## src/rtl/wam_game_ctrl.sv

```systemverilog
// rtl/wam_game_ctrl.sv - Whac-A-Mole round controller: round FSM, score register, countdown control.
// Optional HIGH_SCORE_EN adds a high_score output that tracks the best finished round.
module wam_game_ctrl #(
    parameter int START_TIME   = 60,
    parameter int MISS_PENALTY = 1
) (
    input  logic       clk,
    input  logic       reset,
    input  logic       start,
    input  logic       pause,
    input  logic       hit,
    input  logic       miss,
    input  logic [5:0] time_left,
    output logic       timer_enable,
    output logic       timer_reset_n,
    output logic [7:0] score,
    output logic [2:0] state,
    output logic       playing,
`ifdef HIGH_SCORE_EN
    output logic [7:0] high_score,
`endif
    output logic       game_over
);

    typedef enum logic [2:0] {
        S_IDLE  = 3'd0,
        S_ARM   = 3'd1,
        S_PLAY  = 3'd2,
        S_PAUSE = 3'd3,
        S_OVER  = 3'd4
    } state_t;

    localparam logic [5:0] RELOAD  = 6'(START_TIME);
    localparam logic [8:0] PENALTY = 9'(MISS_PENALTY);

    state_t     state_q;
    state_t     state_d;
    logic [7:0] score_q;
    logic [7:0] score_d;
    logic       rstn_d;
    logic [8:0] score_up;
    logic [8:0] score_dn;

    assign score_up = {1'b0, score_q} + 9'd1;
    assign score_dn = {1'b0, score_q} - PENALTY;

    always_comb begin
        state_d = state_q;
        unique case (state_q)
            S_IDLE:  if (start) state_d = S_ARM;
            S_ARM:   if (time_left == RELOAD) state_d = S_PLAY;
            // Timer expiry wins over a simultaneous pause request.
            S_PLAY: begin
                if (time_left == 6'd0) state_d = S_OVER;
                else if (pause)        state_d = S_PAUSE;
            end
            S_PAUSE: begin
                if (pause)      state_d = S_PLAY;
                else if (start) state_d = S_ARM;
            end
            S_OVER:  if (start) state_d = S_ARM;
            default: state_d = S_IDLE;
        endcase
    end

    always_comb begin
        score_d = score_q;
        if (state_d == S_ARM && state_q != S_ARM) begin
            score_d = 8'd0;
        end else if (state_q == S_PLAY) begin
            if (hit && !miss) begin
                score_d = score_up[8] ? 8'd255 : score_up[7:0];
            end else if (miss && !hit) begin
                score_d = ({1'b0, score_q} < PENALTY) ? 8'd0 : score_dn[7:0];
            end
        end
    end

    // Countdown stays in reload while arming until it reports the full start time.
    always_comb begin
        rstn_d = 1'b1;
        unique case (state_d)
            S_IDLE:  rstn_d = 1'b0;
            S_ARM:   rstn_d = (time_left == RELOAD);
            default: rstn_d = 1'b1;
        endcase
    end

    always_ff @(posedge clk) begin
        if (reset) begin
            state_q       <= S_IDLE;
            score_q       <= 8'd0;
            timer_enable  <= 1'b0;
            timer_reset_n <= 1'b0;
            playing       <= 1'b0;
            game_over     <= 1'b0;
        end else begin
            state_q       <= state_d;
            score_q       <= score_d;
            timer_enable  <= (state_d == S_PLAY);
            timer_reset_n <= rstn_d;
            playing       <= (state_d == S_PLAY);
            game_over     <= (state_d == S_OVER);
        end
    end

`ifdef HIGH_SCORE_EN
    always_ff @(posedge clk) begin
        if (reset) begin
            high_score <= 8'd0;
        end else if (state_d == S_OVER && state_q != S_OVER && score_d > high_score) begin
            high_score <= score_d;
        end
    end
`endif

    assign state = state_q;
    assign score = score_q;

endmodule
```

## config.mk

```make
export PLATFORM = sky130hd
export DESIGN_NAME = wam_game_ctrl
export DESIGN_NICKNAME = d
export VERILOG_FILES = /design/src/rtl/wam_game_ctrl.sv
export SDC_FILE = /design/constraint.sdc
export NUM_CORES = 1
export LEC_CHECK = 0
export ABC_AREA = 0
export BUFFER_PORTS_ARGS = -buffer_cell sky130_fd_sc_hd__buf_2
export CAP_MARGIN = 30
export CORE_MARGIN = 5
export CORE_UTILIZATION = 48
export DETAILED_ROUTE_END_ITERATION = 12
export PLACE_DENSITY = 0.74
export SYNTH_ARGS = -nofsm -noshare
export SYNTH_HDL_FRONTEND = slang
export SYNTH_SLANG_ARGS = --single-unit
```

## constraint.sdc

```tcl
create_clock -name clk -period 1.85 [get_ports clk]
set_input_delay 0.37 -clock clk [delete_from_list [all_inputs] [get_ports clk]]
set_output_delay 0.37 -clock clk [all_outputs]
set_load 0.05 [all_outputs]
```

== After elaboration in Yosys (flattened, before gate mapping) ==
Cells that the tools add are included.

* Flip-flop bits (word level): 14
* Bits in latches: 0
* Memory bits (writable): 0
* Memory bits (read-only): 0
* Memories kept: 0

* Add/sub/neg operators: 2
* Multipliers: 0
* Div/mod/pow operators: 0
* Magnitude comparators: 1
* Equal/unequal tests: 9
* Shift-type cells: 0
* Mux-type cells: 11
* Bitwise gates (word level): 0
* Reduce and logical (&&, ||, !) cells: 12

{| class="wikitable"
|+ Operators by type and width
! kind !! number
|-
| 8-bit two-way mux || 4
|-
| 3-bit two-way mux || 5
|-
| 3-bit one-hot mux with 4 select lines || 1
|-
| 8-bit by 1-bit adder with 9-bit output, second input constant || 1
|-
| 3-bit by 2-bit == test with 1-bit output, second input constant || 3
|-
| 8-bit by 1-bit less-than comparator with 1-bit output, second input constant || 1
|-
| 8-bit by 1-bit subtractor with 8-bit output, second input constant || 1
|-
| 3-bit by 1-bit == test with 1-bit output, second input constant || 2
|-
| 3-bit == test, second input constant || 2
|-
| 6-bit == test, second input constant || 1
|-
| 3-bit zero test || 2
|-
| 6-bit zero test || 1
|-
| 2-bit OR reduction || 2
|-
| 1-bit logical AND || 3
|-
| 3-bit by 1-bit inequality test with 1-bit output, second input constant || 1
|-
| 1-bit zero test || 2
|-
| 1-bit one-hot mux with 2 select lines || 1
|-
| 2-bit AND reduction || 1
|-
| 2-bit nonzero test || 1
|}

== Longest topological paths before layout ==
* Depth in word-level cells: 6
* Mapped depth: 8
* Mapped depth without buffers: 6

== Worst setup path after synthesis ==
No wires, ideal clock.

* Kind: reg-to-reg
* Start: register score_q[1], in the netlist score[1]
* End: register score_q[1], in the netlist score[1]
* Library setup time: 103 ps
* Arrival: 1877 ps
* Slack: -130 ps
* Cell stages (with the launch flop): 6
* Buffers on the path: 0
* Clock period less this slack: 1980 ps
* Cell sequence: dfxtp_1 ha_1 nand4_1 o21ai_1 a21oi_1 a222oi_1

* Longest elaborated chain between the ends: 4

{| class="wikitable"
|+ RTL lines
! element !! RTL line !! text
|-
| start: declaration || 38 || <nowiki>logic [7:0] score_q;</nowiki>
|-
| start signal: assignment || 99 || <nowiki>score_q <= score_d;</nowiki>
|-
| 8-bit by 1-bit subtractor with 8-bit output / 8-bit by 1-bit less-than comparator with 1-bit output (equally long branches) || 45, 74 ||
|-
| 8-bit two-way mux || 74 || <nowiki>score_d = ({1'b0, score_q} < PENALTY) ? 8'd0 : score_dn[7:0];</nowiki>
|-
| 8-bit two-way mux || 73 || <nowiki>end else if (miss && !hit) begin</nowiki>
|-
| 8-bit two-way mux (*) || 71 || <nowiki>if (hit && !miss) begin</nowiki>
|}

Mark *: on every way between the ends. The rest lies on a longest branch, timed or not. The select of a mux whose other input is x is not followed.
A chain may end at the register's enable or synchronous reset.

== Worst setup path after layout ==
* Start: register score_q[2], in the netlist score[2]
* End: output port score[2]

{| class="wikitable"
|+ RTL lines
! element !! RTL line !! text
|-
| end: declaration || 16 || <nowiki>output logic [7:0] score,</nowiki>
|}

No word-level cell between the ends.

==> summary.md <==
| Metric | Value |
|---|---|
| Status | finished clean |
| Num CTS Buffers | 3 |
| Seq. cell area | 284 um^2 |
| H-tree level count | 1 |
| Setup Skew | 0.00356 ns |
| Final WL | 3140 um |
| Total power | 0.628 mW |
| Cell Rows | 17 |
| Synth cell types | 52 |
| First-pass GRT wire length | ~5200 um |
| Post-synth top area share | 24.7% |
| Routed vias/inst | about 6.3 |
| Worst hold-check path type | in -> reg |
| Die width | 58.6 um |
| Count leader, synth | dfxtp_1 |
| CTS resizes | 0 |
| Syn Area/Cell | 7.83 um^2 |
| Gpl congestion | 0.900 |
| Worst skew pair latency | 0.29 ns |
| Asr flop ratio synth | 0% |
| Yosys top cell by area | dfxtp_1 |
| Antenna viol nets, final | 0 |
| CTS Buffer Depth | 2 |
| CP Capture Type | output port |
| Cells after Synth | about 150 |
| DP HPWL | 2470 um |
| Hold violation total from the final report | 0 |
| Core Area | 2230 um^2 |
| Post-Syn Area | ~1100 um^2 |
| Critical path class | reg -> out |
| Fraction of layout cells with a size suffix above 1 | 31.6% |
| EDFF count, synth | 0 |
| Crit Path Max Fanout | 17 |
| Post-CTS Hold Fix Bufs | 0 |
| Placed instance count | 201 |
| Crit-path slowest cell | dfxtp_1 |
| Vias in the first global route | between 1,000 and 1,500 |
| Startpoint types | register |
| # fillers | roughly 200 |
| Initial antenna violation count | 0 |
| Multi-input logic area | 761 um^2 |
| Setup Viol. Count Final | 0 |
| Initial DRC Count | 48 |
| Total number of vias | 1,292 |
| Minimum clock period | 1.68 ns |
| Warnings from Yosys | 0 |
| Leakage | 0.602 nW |
| Grt ovf | 0 |
| CTS sink cnt | 14 |
| Setup TNS | 0 ns |
| RSZ-0062 raised after global routing | false |
| Largest net degree at the start of global routing | 18 |
| Post-CTS Setup Inserts | 0 |
| Syn nets | 160 |
| Max Cap Viol | 0 |
| Diode count | 0 |
| Die height | roughly 60 um |
| IO Pins | 27 |
| Buffers on Ports | 26 |
| Worst-path cell chain | buf_2 |
| Worst EP required | 1.48 ns |
| CP peak stage delay | 0.66 ns |
| Seq cells post-synth | 14 |
| Finished Layout Cells | slightly above 200 |
| Ranking of synthesized cells by area | dfxtp_1 (25%), inv_1 (4.0%), nor2_1 (3.6%) |
| Die ar. | around 3400 um^2 |
| Post-synth top cells | dfxtp_1 (14), inv_1 (12), nor2_1 (11), nand2_1 (10), clkbuf_1 (7) |
| Starting Density | 50.8% |
| Worst slew pin tran | 0.535 ns |
| Worst hold slack | 0.327 ns |
| Final core occ | 62.2% |
| P&R area growth vs syn | 22.4% |
| Root buf cell | clkbuf_4 |
| Seq/Total Area, Yosys | 24.7% |
| Clk pin slew, worst setup/hold paths | 0.09 ns |
| Pwr/cell area | roughly 450 nW/um^2 |
| Max Freq | 0.595 GHz |
| Final nets | 193 |
| DR pass1 iterations | 4 |
| Top_reg_cell synth | dfxtp_1 |
| CTS tree | built |
| Critical path buffers and inverters | 1 |
| Largest delay share family, worst path | flip-flops |
| Worst Path Arrival | 1.31 ns |
| Drc violations | 0 |
| Final worst-path cycle share | 90.9% |
| Slew HR | around 64% |
| Maximum VDD drop | 0.297 mV |
| WL/cell | approximately 15 um |
| Gr usage total | between 10% and 20% |
| Slew Limit Fails | 0 |
-- placed cells by master, fill, tap and decap left out, types with 2 or more instances in the layout --
cell type,netlist,final
nor4b_1,2,2
a32oi_1,4,4
nor2_1,11,11
a31oi_1,3,3
buf_4,1,13
nand4_1,6,6
nand3_1,3,3
a211oi_1,3,3
o21a_1,2,2
o21ai_0,6,6
nor2b_1,3,3
clkbuf_4,0,3
inv_1,12,12
a22oi_1,2,2
nor3_1,4,4
nor4_1,3,3
or3_1,2,2
dfxtp_1,14,11
nand2b_1,2,2
a21oi_1,6,6
nand4b_1,2,2
o211ai_1,2,2
o22ai_1,3,3
dfxtp_2,0,3
buf_2,3,26
ha_1,3,3
nand2_1,10,10
-- stage by stage --
| stage | setup slack, ns | cell area (um^2) |
|---|---|---|
| 2_1_floorplan | 0.000399 | 1140 |
| 3_3_place_gp | -0.0281 | 1350 |
| 3_5_place_dp | -0.0839 | 1350 |
| 4_1_cts | 0.194 | 1390 |
| 5_1_grt | 0.0855 | 1390 |
| 6_report | 0.169 | 1390 |
-- kinds of logic (layout without fill, tap and decap cells) --
| group | after synthesis | after routing | share of synthesized area (%) |
|---|---|---|---|
| buf+inv | 23 | 55 | 8.27 |
| mux | 2 | 2 | 1.87 |
| compound gates | 43 | 43 | 28.9 |
| flops | 14 | 14 | 24.7 |
| simple gates | 60 | 60 | 33.0 |
| fa+ha+maj | 3 | 3 | 3.31 |
-- area by class of cell --
class,instances,area share (%)
Inverter,12,3.24
Multi-Input combinational cell,108,54.8
Sequential cell,14,20.5
Timing Repair Buffer,39,16.4
Clock buffer,4,2.61
Tap cell,28,2.52
-- report_power, final --
| group | internal, mW | switching (mW) | total [mW] |
|---|---|---|---|
| combinational | 0.0396 | 0.0571 | 0.0967 |
| sequential | 0.303 | 0.00613 | 0.309 |
| clock | 0.120 | 0.102 | 0.222 |
-- registers in the layout, summed over array words and instances, names as in the netlist --
| name | count |
|---|---|
| score | 8 |
| state | 3 |
| playing | 1 |
| game_over | 1 |
| timer_reset_n | 1 |
-- layer usage --
layer	vias to the layer above	GRT usage [%]	wire, um
met5	-	0	0
met4	0	9.71	47
met3	8	3.95	185
met2	40	33.3	1580
met1	623	22.2	1330
li1	621	-	-
-- path summary, 6_finish.rpt --
path                         startpoint                     to  slack, ns  cells after the start
hold reg to reg   score[1]$_SDFFE_PP0P_  score[1]$_SDFFE_PP0P_       0.52                      2
setup / recovery  score[2]$_SDFFE_PP0P_               score[2]       0.17                      1
setup reg to reg    state[2]$_SDFF_PP0_  score[2]$_SDFFE_PP0P_       0.20                      5
hold / removal                    reset    state[0]$_SDFF_PP0_       0.33                      2
No activity file was read; power rests on OpenSTA's default activity.
